File: src/rtl/sao_stat_ctb_accum.sv
// Per-CTB accumulator for SAO statistics: sums matched diffs and counts over one CTB,
// then presents saturating sum/count plus a sticky saturation flag with a one-cycle valid.
module sao_stat_ctb_accum #(
   parameter int unsigned diff_clip_bit = 4,
   parameter int unsigned PIX6          = 6,
   parameter int unsigned SUM_W         = 18,
   parameter int unsigned CNT_W         = 13
) (
   input  logic                             clk,
   input  logic                             rst,
   input  logic                             isWorking_stat,
   input  logic                             en,
   input  logic                             ctb_start,
   input  logic                             ctb_last,
   input  logic signed [diff_clip_bit+3:0]  s61,
   input  logic [$clog2(PIX6+1)-1:0]        cnt_in,
   output logic signed [SUM_W-1:0]          sum_o,
   output logic [CNT_W-1:0]                 num_o,
   output logic                             sat_o,
   output logic                             out_valid,
   output logic                             busy
);

   localparam int unsigned S_W = diff_clip_bit + 4;
   localparam int unsigned C_W = $clog2(PIX6 + 1);

   typedef enum logic [1:0] {StIdle, StAcc, StDone} state_e;

   state_e                  state_q, state_d;
   logic signed [SUM_W-1:0] acc_sum_q, acc_sum_d;
   logic [CNT_W-1:0]        acc_cnt_q, acc_cnt_d;
   logic                    sat_q, sat_d;

   logic                    acc, take, finish;
   logic signed [SUM_W-1:0] base_sum, sum_sat;
   logic [CNT_W-1:0]        base_cnt, cnt_sat;
   logic                    base_sat, sum_ovf, cnt_ovf;
   logic signed [SUM_W:0]   sum_wide;
   logic [CNT_W:0]          cnt_wide;

   always_comb begin
      acc    = en & isWorking_stat;
      // Beats count only once a CTB is open, or when this beat opens one.
      take   = acc & (ctb_start | (state_q == StAcc));
      finish = take & ctb_last;

      base_sum = ctb_start ? '0 : acc_sum_q;
      base_cnt = ctb_start ? '0 : acc_cnt_q;
      base_sat = ctb_start ? 1'b0 : sat_q;

      sum_wide = $signed({base_sum[SUM_W-1], base_sum})
               + $signed({{(SUM_W + 1 - S_W){s61[S_W-1]}}, s61});
      sum_ovf  = sum_wide[SUM_W] != sum_wide[SUM_W-1];
      if (!sum_ovf) begin
         sum_sat = sum_wide[SUM_W-1:0];
      end else if (sum_wide[SUM_W]) begin
         sum_sat = {1'b1, {(SUM_W - 1){1'b0}}};
      end else begin
         sum_sat = {1'b0, {(SUM_W - 1){1'b1}}};
      end

      cnt_wide = {1'b0, base_cnt} + {{(CNT_W + 1 - C_W){1'b0}}, cnt_in};
      cnt_ovf  = cnt_wide[CNT_W];
      cnt_sat  = cnt_ovf ? {CNT_W{1'b1}} : cnt_wide[CNT_W-1:0];

      acc_sum_d = take ? sum_sat : base_sum;
      acc_cnt_d = take ? cnt_sat : base_cnt;
      sat_d     = take ? (base_sat | sum_ovf | cnt_ovf) : base_sat;

      if (finish) begin
         state_d = StDone;
      end else if (ctb_start || (state_q == StAcc)) begin
         state_d = StAcc;
      end else begin
         state_d = StIdle;
      end
   end

   always_ff @(posedge clk) begin
      if (rst) begin
         state_q   <= StIdle;
         acc_sum_q <= '0;
         acc_cnt_q <= '0;
         sat_q     <= 1'b0;
         sum_o     <= '0;
         num_o     <= '0;
         sat_o     <= 1'b0;
      end else begin
         state_q   <= state_d;
         acc_sum_q <= acc_sum_d;
         acc_cnt_q <= acc_cnt_d;
         sat_q     <= sat_d;
         if (finish) begin
            sum_o <= acc_sum_d;
            num_o <= acc_cnt_d;
            sat_o <= sat_d;
         end
      end
   end

   assign out_valid = (state_q == StDone);
   assign busy      = (state_q == StAcc);

endmodule

File: config.mk
export PLATFORM = sky130hd
export DESIGN_NAME = sao_stat_ctb_accum
export DESIGN_NICKNAME = d
export VERILOG_FILES = /design/src/rtl/sao_stat_ctb_accum.sv
export SDC_FILE = /design/constraint.sdc
export NUM_CORES = 1
export LEC_CHECK = 0
export CORE_ASPECT_RATIO = 1.2
export CORE_MARGIN = 4
export CORE_UTILIZATION = 30
export DETAILED_ROUTE_END_ITERATION = 10
export SKIP_LAST_GASP = 1
export SYNTH_ARGS = -nofsm -noshare
export SYNTH_HDL_FRONTEND = slang
export SYNTH_SLANG_ARGS = --single-unit
File: constraint.sdc
create_clock -name clk -period 7.01 [get_ports clk]
set_input_delay 1.0515 -clock clk [delete_from_list [all_inputs] [get_ports clk]]
set_output_delay 1.0515 -clock clk [all_outputs]
set_load 0.02 [all_outputs]
==> out/results.txt, run 1 <==
Status: finished clean
Clock root buffer: clkbuf_16
CP endpoint kind: flop
Clock Latency Late Sink: 320 ps
Fill count: 1,215
Worst Setup Start Kind: input port
Slew headroom: 27.6%
Overall Global Routing Usage: 14.3%
DR WL/cell: 15.3 um
Fin Setup TNS: 0 ps
Cell Count, Final, Fillers Out: 665
Ys flop type: dfxtp_1
Synth warn: 0
Final setup vio count: 0
Number of library cell types mapped by synthesis: 59
Yosys top cell by area: dfxtp_1
CTS tree: yes
Worst hold stages: 2
Final HPWL from detailed placement: 7600 um
Row count: 44
Chip Height: 131 um
Pre-Repair DR Iteration Count: 4
Die ar.: 0.0144 sq mm
Longest Clk Path Bufs: 2
Req. time, crit path: 7270 ps
Grt total ovfl: 0
Ports: 51
CP arrival: 5010 ps
Leakage: 1.86 nW
Syn Area/Cell: 8.35 sq um
Clock skew: 7.66 ps
Highest clock rate: 210 MHz
RSZ-0062 raised after global routing: false
FF-to-FF path depth: 11
Vias/cell: 5.04
Top-area cell type share of the netlist area: 35.2%
EDFF count, synth: 0
CP Max Fanout: 18
Number of port buffers: 50
Tightest Hold Check Type: flop to flop
NumNets Final: 539
# diodes: 0
Max-slew violations: 0
Routability Congestion: 0.911
Max VDD drop: 142 uV
Ratio of cells with drive above 1 in the final layout: 10.5%
Core area: 0.0122 sq mm
Initial Util: 30.9%
DRT iter0 DRCs: 133
DRC errors left: 0
PD cells: 222 mW/mm^2
Async set or reset register ratio after synthesis: 0%
Post-synthesis sequential area ratio: 35.2%
Max Cap Viol: 0
Overall routed net length: 10,200 um
Synth top cells by count: dfxtp_1, nand2_1, nor2_1
Synthesized area: 0.00376 sq mm
Synthesized Nets: 490
H-tree depth: 3
Post-Syn Instances: 450
Initial antenna violation count: 0
Worst-Margin Slew: 1080 ps
CTS clk-pin slew, worst paths: 60 ps
Final hold vios: 0
First-pass GRT wire length: 16,100 um
Detail Route Antenna Nets: 0
CTS resizes: 0
Crit path kind: input port to flop
Vias: 3,350
Count leader, synth: dfxtp_1
Seq cells post-synth: 66
Placed insts: 649
Area growth syn-to-layout: 26.2%
Final period utilization: 67.8%
Largest net degree at the start of global routing: 34
Multi-input logic area: 0.00230 sq mm
Final min period: 4750 ps
Total CTS buffers: 9
Clock Sinks: 66
Vias in the first global route: 3,263
Synth area leaders: dfxtp_1, ha_1, nand2_1
Die Span X: 110 um
Hold buffers post-CTS: 0
Post-CTS Setup Bufs: 0
Reg area: 0.00132 sq mm
-- kinds of logic after synthesis --
kind of cell    synth area share, %
simple gates                   24.5
compound gates                 22.7
flops                          35.2
buf+inv                        3.66
fa+ha+maj                      8.06
xor+xnor                       5.13
mux                           0.799
-- cell type report --
cell class | instances | share of cell area, %
clock buffers | 11 | 5.33
clock inverters | 5 | 1.79
inverters | 10 | 0.791
multi-input cells | 356 | 48.5
flip-flops and latches | 66 | 27.9
well taps | 161 | 4.25
repair buffers | 56 | 11.5
-- placed cells by master (no fill, tap or decap), types with 4 or more instances in the layout --
| cell type | count |
|---|---|
| dfxtp_1 | 66 |
| nand2_1 | 55 |
| nor2_1 | 55 |
| clkdlybuf4s50_1 | 50 |
| o21ai_0 | 32 |
| nor2b_1 | 26 |
| a21oi_1 | 24 |
| ha_1 | 21 |
| nand3_1 | 14 |
| xnor2_1 | 13 |
| a211oi_2 | 11 |
| inv_1 | 10 |
| nor3_1 | 10 |
| xor2_1 | 9 |
| clkbuf_16 | 9 |
| a21o_1 | 7 |
| a32oi_1 | 6 |
| o2bb2ai_1 | 6 |
| buf_4 | 6 |
| a211oi_1 | 5 |
| o21ai_1 | 4 |
| o21bai_1 | 4 |
| a31oi_1 | 4 |
-- final timing paths --
path         slack [ps]                endpoint               startpoint
max                2260  sum_o[16]$_SDFFE_PP0P_                ctb_start
min                 450   sum_o[1]$_SDFFE_PP0P_    sum_o[1]$_SDFFE_PP0P_
max reg2reg        3520  sum_o[16]$_SDFFE_PP0P_  acc_sum_q[0]$_SDFF_PP0_
min reg2reg         450   sum_o[1]$_SDFFE_PP0P_    sum_o[1]$_SDFFE_PP0P_
-- registers in the layout, indices dropped and copies added, names as in the netlist --
signal and cells:
sat_o 1, state_q 2, acc_sum_q 18, sat_q 1, num_o 13, sum_o 18, acc_cnt_q 13
-- per-layer routing --
layer	wire [um]	vias up	share of wire [%]	GRT usage, %
li1	-	1697	-	-
met1	4530	1571	44	17.0
met2	5120	69	50	25.8
met3	379	13	3.7	2.95
met4	158	0	1.6	4.06
met5	0	-	0	0
-- report_power, final --
part	switching [mW]	internal [mW]
logic	0.0921	0.0604
registers	0.00466	0.388
clock network	0.175	0.333
-- through the flow --
| stage | utilization, % | power (mW) | instance area, sq um | setup WS [ps] | hold slack (ps) |
|---|---|---|---|---|---|
| 6_report | 39.0 | 1.05 | 4740 | 2260 | 452 |
| 5_1_grt | 39.0 | 1.10 | 4740 | 1970 | 479 |
| 4_1_cts | 39.0 | 1.06 | 4740 | 2300 | 455 |
| 3_5_place_dp | 36.2 | 0.553 | 4410 | 1980 | 442 |
| 3_3_place_gp | 36.2 | 0.553 | 4410 | 1990 | 436 |
| 2_1_floorplan | - | 0.503 | 3760 | 3280 | 500 |
-- worst max-delay path, cell delays in order --
cell             delay [ps]
clkdlybuf4s50_1         760
buf_4                   320
nor2b_1                 110
ha_1                    370
o21ai_0                 130
o21ai_0                 440
o211ai_1                200
o211ai_2                140
nand2_2                  90
nor3b_2                 870
nand2_1                 350
nand3_1                 180
(Power assumes the default switching activity.)
==> run 2, diff against run 1 <==
==> constraint.sdc (replaced) <==
create_clock -name clk -period 4.7 [get_ports clk]
set_input_delay 0.705 -clock clk [delete_from_list [all_inputs] [get_ports clk]]
set_output_delay 0.705 -clock clk [all_outputs]
set_load 0.02 [all_outputs]
==> run 2 against run 1 <==
  * Wire length rose by 3.6%
  * Final cell count up 0.45%
  * Worst hold slack gained 3.1 ps
  * Utilization shrank 0.36 points
  * Non-clock buffer count grew 3
  * Sequential power up 49%
  * Total power increased by 37%
  * Global-route usage is 1.1 points higher
  * Via count is 0.75% higher
  * Critical path type unchanged
  * Flip-flop and latch count did not move
==> out/results.txt, run 2 (same netlist as run 1, synthesis figures left out) <==
Ratio of cells with drive above 1 in the final layout: 10.8% (+0.33 points)
Slew headroom: 61.7% (+34 points)
Vias: 3,375 (+0.75%)
Initial antenna violation count: 0 (unchanged)
Commonest non-fill, non-tap cell in the layout: dfxtp_1
First-pass GRT wire length: 17,400 um (+8.1%)
Chip Height: 131 um (unchanged)
Final HPWL from detailed placement: 7830 um (+3.0%)
Largest net degree at the start of global routing: 34 (unchanged)
CTS clk-pin slew, worst paths: 60 ps (about the same)
Max Cap Viol: 0 (unchanged)
Ports: 51 (unchanged)
Placed cell areas: 0.00443 sq mm (+0.51%)
Clock power share: 43.2% (-5.0 points)
Placed insts: 652 (+0.46%)
Max VDD drop: 157 uV (+11%)
RSZ-0062 raised after global routing: false
Worst-Margin Slew: 571 ps (-511 ps)
Comb pwr share: 16.1% (+1.6 points)
Pre-Repair DR Iteration Count: 4 (unchanged)
Int Pwr: 1.03 mW (+32%)
Max-slew violations: 0 (unchanged)
Overall routed net length: 10,600 um (+3.6%)
Area growth syn-to-layout: 25.0%
CP Max Fanout: 20 (+2)
Grt total ovfl: 0 (unchanged)
Clock Latency Late Sink: 330 ps (about the same)
Die Span X: 110 um (unchanged)
CTS resizes: 0 (unchanged)
CP cell instances: clkdlybuf4s50_1 -> nor2b_1 -> ha_1 -> fa_1 -> a211oi_1 -> o21ai_0 -> o211ai_1 -> o211ai_2 -> mux2_4 -> a211oi_2 -> a21oi_1
Highest clock rate: 271 MHz
Net Sw Frac: 28.5% (+2.8 points)
Worst setup margin: 1010 ps (-1250 ps)
Post-CTS Setup Bufs: 0 (unchanged)
# diodes: 0 (unchanged)
Initial Util: 30.9% (unchanged)
Final setup vio count: 0 (unchanged)
Clock root buffer: clkbuf_16
Crit-path max cell delay: 670 ps (-200 ps)
Final min period: 3690 ps
PD cells: 306 mW/mm^2 (+38%)
Crit path kind: input port to flop
Clock skew: 6.26 ps (-1.40 ps)
Vias in the first global route: 3,492 (+7.0%)
Row count: 44 (unchanged)
Top flop regs: acc_sum_q (18), sum_o (18)
Hold buffers post-CTS: 0 (unchanged)
Clock Sinks: 66 (unchanged)
Number of port buffers: 50 (unchanged)
Most frequent cells in the layout: dfxtp_1, nand2_1, nor2_1
CP arrival: 3900 ps (-1110 ps)
NumNets Final: 542 (+0.56%)
NetSw: 411 uW (+51%)
FF-to-FF path depth: 10 (-1)
Tightest Hold Check Type: flop to flop
Worst Setup Start Kind: input port
Longest Clk Path Bufs: 2 (unchanged)
H-tree depth: 3 (unchanged)
DRC errors left: 0 (unchanged)
DRT iter0 DRCs: 137 (+3.0%)
Reg power frac: 40.7% (+3.4 points)
DR WL/cell: 15.8 um (+3.1%)
Util after Layout: 38.6% (-0.36 points)
CP endpoint kind: flop
Fin Setup TNS: 0 ps (unchanged)
Leakage: 1.84 nW (-1.0%)
CTS tree: yes
Slowest cell on the critical path: clkdlybuf4s50_1
Cell Count, Final, Fillers Out: 668 (+0.45%)
Total CTS buffers: 9 (unchanged)
Die ar.: 0.0144 sq mm (unchanged)
Final period utilization: 78.6%
Status: finished clean
Routability Congestion: 0.909 (-0.22%)
Core area: 0.0122 sq mm (unchanged)
Vias/cell: 5.05 (+0.29%)
Final hold slack: 455 ps (+3.07 ps)
Overall Global Routing Usage: 15.4% (+1.1 points)
Critical path depth: 11 (-1)
Critical path buffers and inverters: 1 (-1)
Crit path max-delay family: compound AO/OA/AOI/OAI gates
Final hold vios: 0 (unchanged)
Tot Pwr: 1.44 mW (+37%)
Worst hold stages: 2 (unchanged)
Place WS: 654 ps (-1320 ps)
Post-route cell area: 0.00470 sq mm (-0.92%)
Req. time, crit path: 4910 ps (-2360 ps)
Detail Route Antenna Nets: 0 (unchanged)
==> run 2: cell count changes in the layout (fill, tap and decap cells not counted) <==
cell	before	now
buf_4	6	9
bufinv_16	2	0
clkbuf_8	2	0
clkinv_2	0	2
clkbuf_1	0	1
clkinvlp_4	1	2
==> run 2: layer usage <==
layer | share of wire, % | vias up | global-route usage (%)
met1 | 44 | 1562 | 18.9
met5 | 0 | - | 0
met2 | 49 | 85 | 26.0
met3 | 4.2 | 25 | 3.29
met4 | 3.4 | 0 | 6.67
li1 | - | 1703 | -
==> run 2: cell type report <==
type | instances | area (sq um)
Clock buffer | 10 | 229
Tap cell | 161 | 201
Inverter | 10 | 37.5
Timing Repair Buffer | 59 | 568
Clock inverter | 6 | 42.5
Multi-Input combinational cell | 356 | 2300
Sequential cell | 66 | 1320
Fill cell | 1232 | 7470
==> run 2: final timing paths <==
kind,start,slack (ps),end
setup / recovery,ctb_start,1010,sum_o[6]$_SDFFE_PP0P_
hold / removal,sum_o[11]$_SDFFE_PP0P_,450,sum_o[11]$_SDFFE_PP0P_
setup reg to reg,acc_sum_q[0]$_SDFF_PP0_,1740,sum_o[6]$_SDFFE_PP0P_
hold reg to reg,sum_o[11]$_SDFFE_PP0P_,450,sum_o[11]$_SDFFE_PP0P_
==> run 2: tightest hold or removal path: stages (launching register included) <==
cell,delay [ps]
dfxtp_1,330
nand2_1,50
o21ai_0,50
==> run 2: power by group through the flow <==
| stage | logic [mW] | clock network (mW) | registers, mW |
|---|---|---|---|
| 2_1_floorplan | 0.143 | 0 | 0.608 |
| 3_3_place_gp | 0.230 | 0 | 0.598 |
| 3_5_place_dp | 0.230 | 0 | 0.598 |
| 4_1_cts | 0.232 | 0.630 | 0.586 |
| 5_1_grt | 0.255 | 0.659 | 0.588 |
| 6_report | 0.231 | 0.622 | 0.586 |
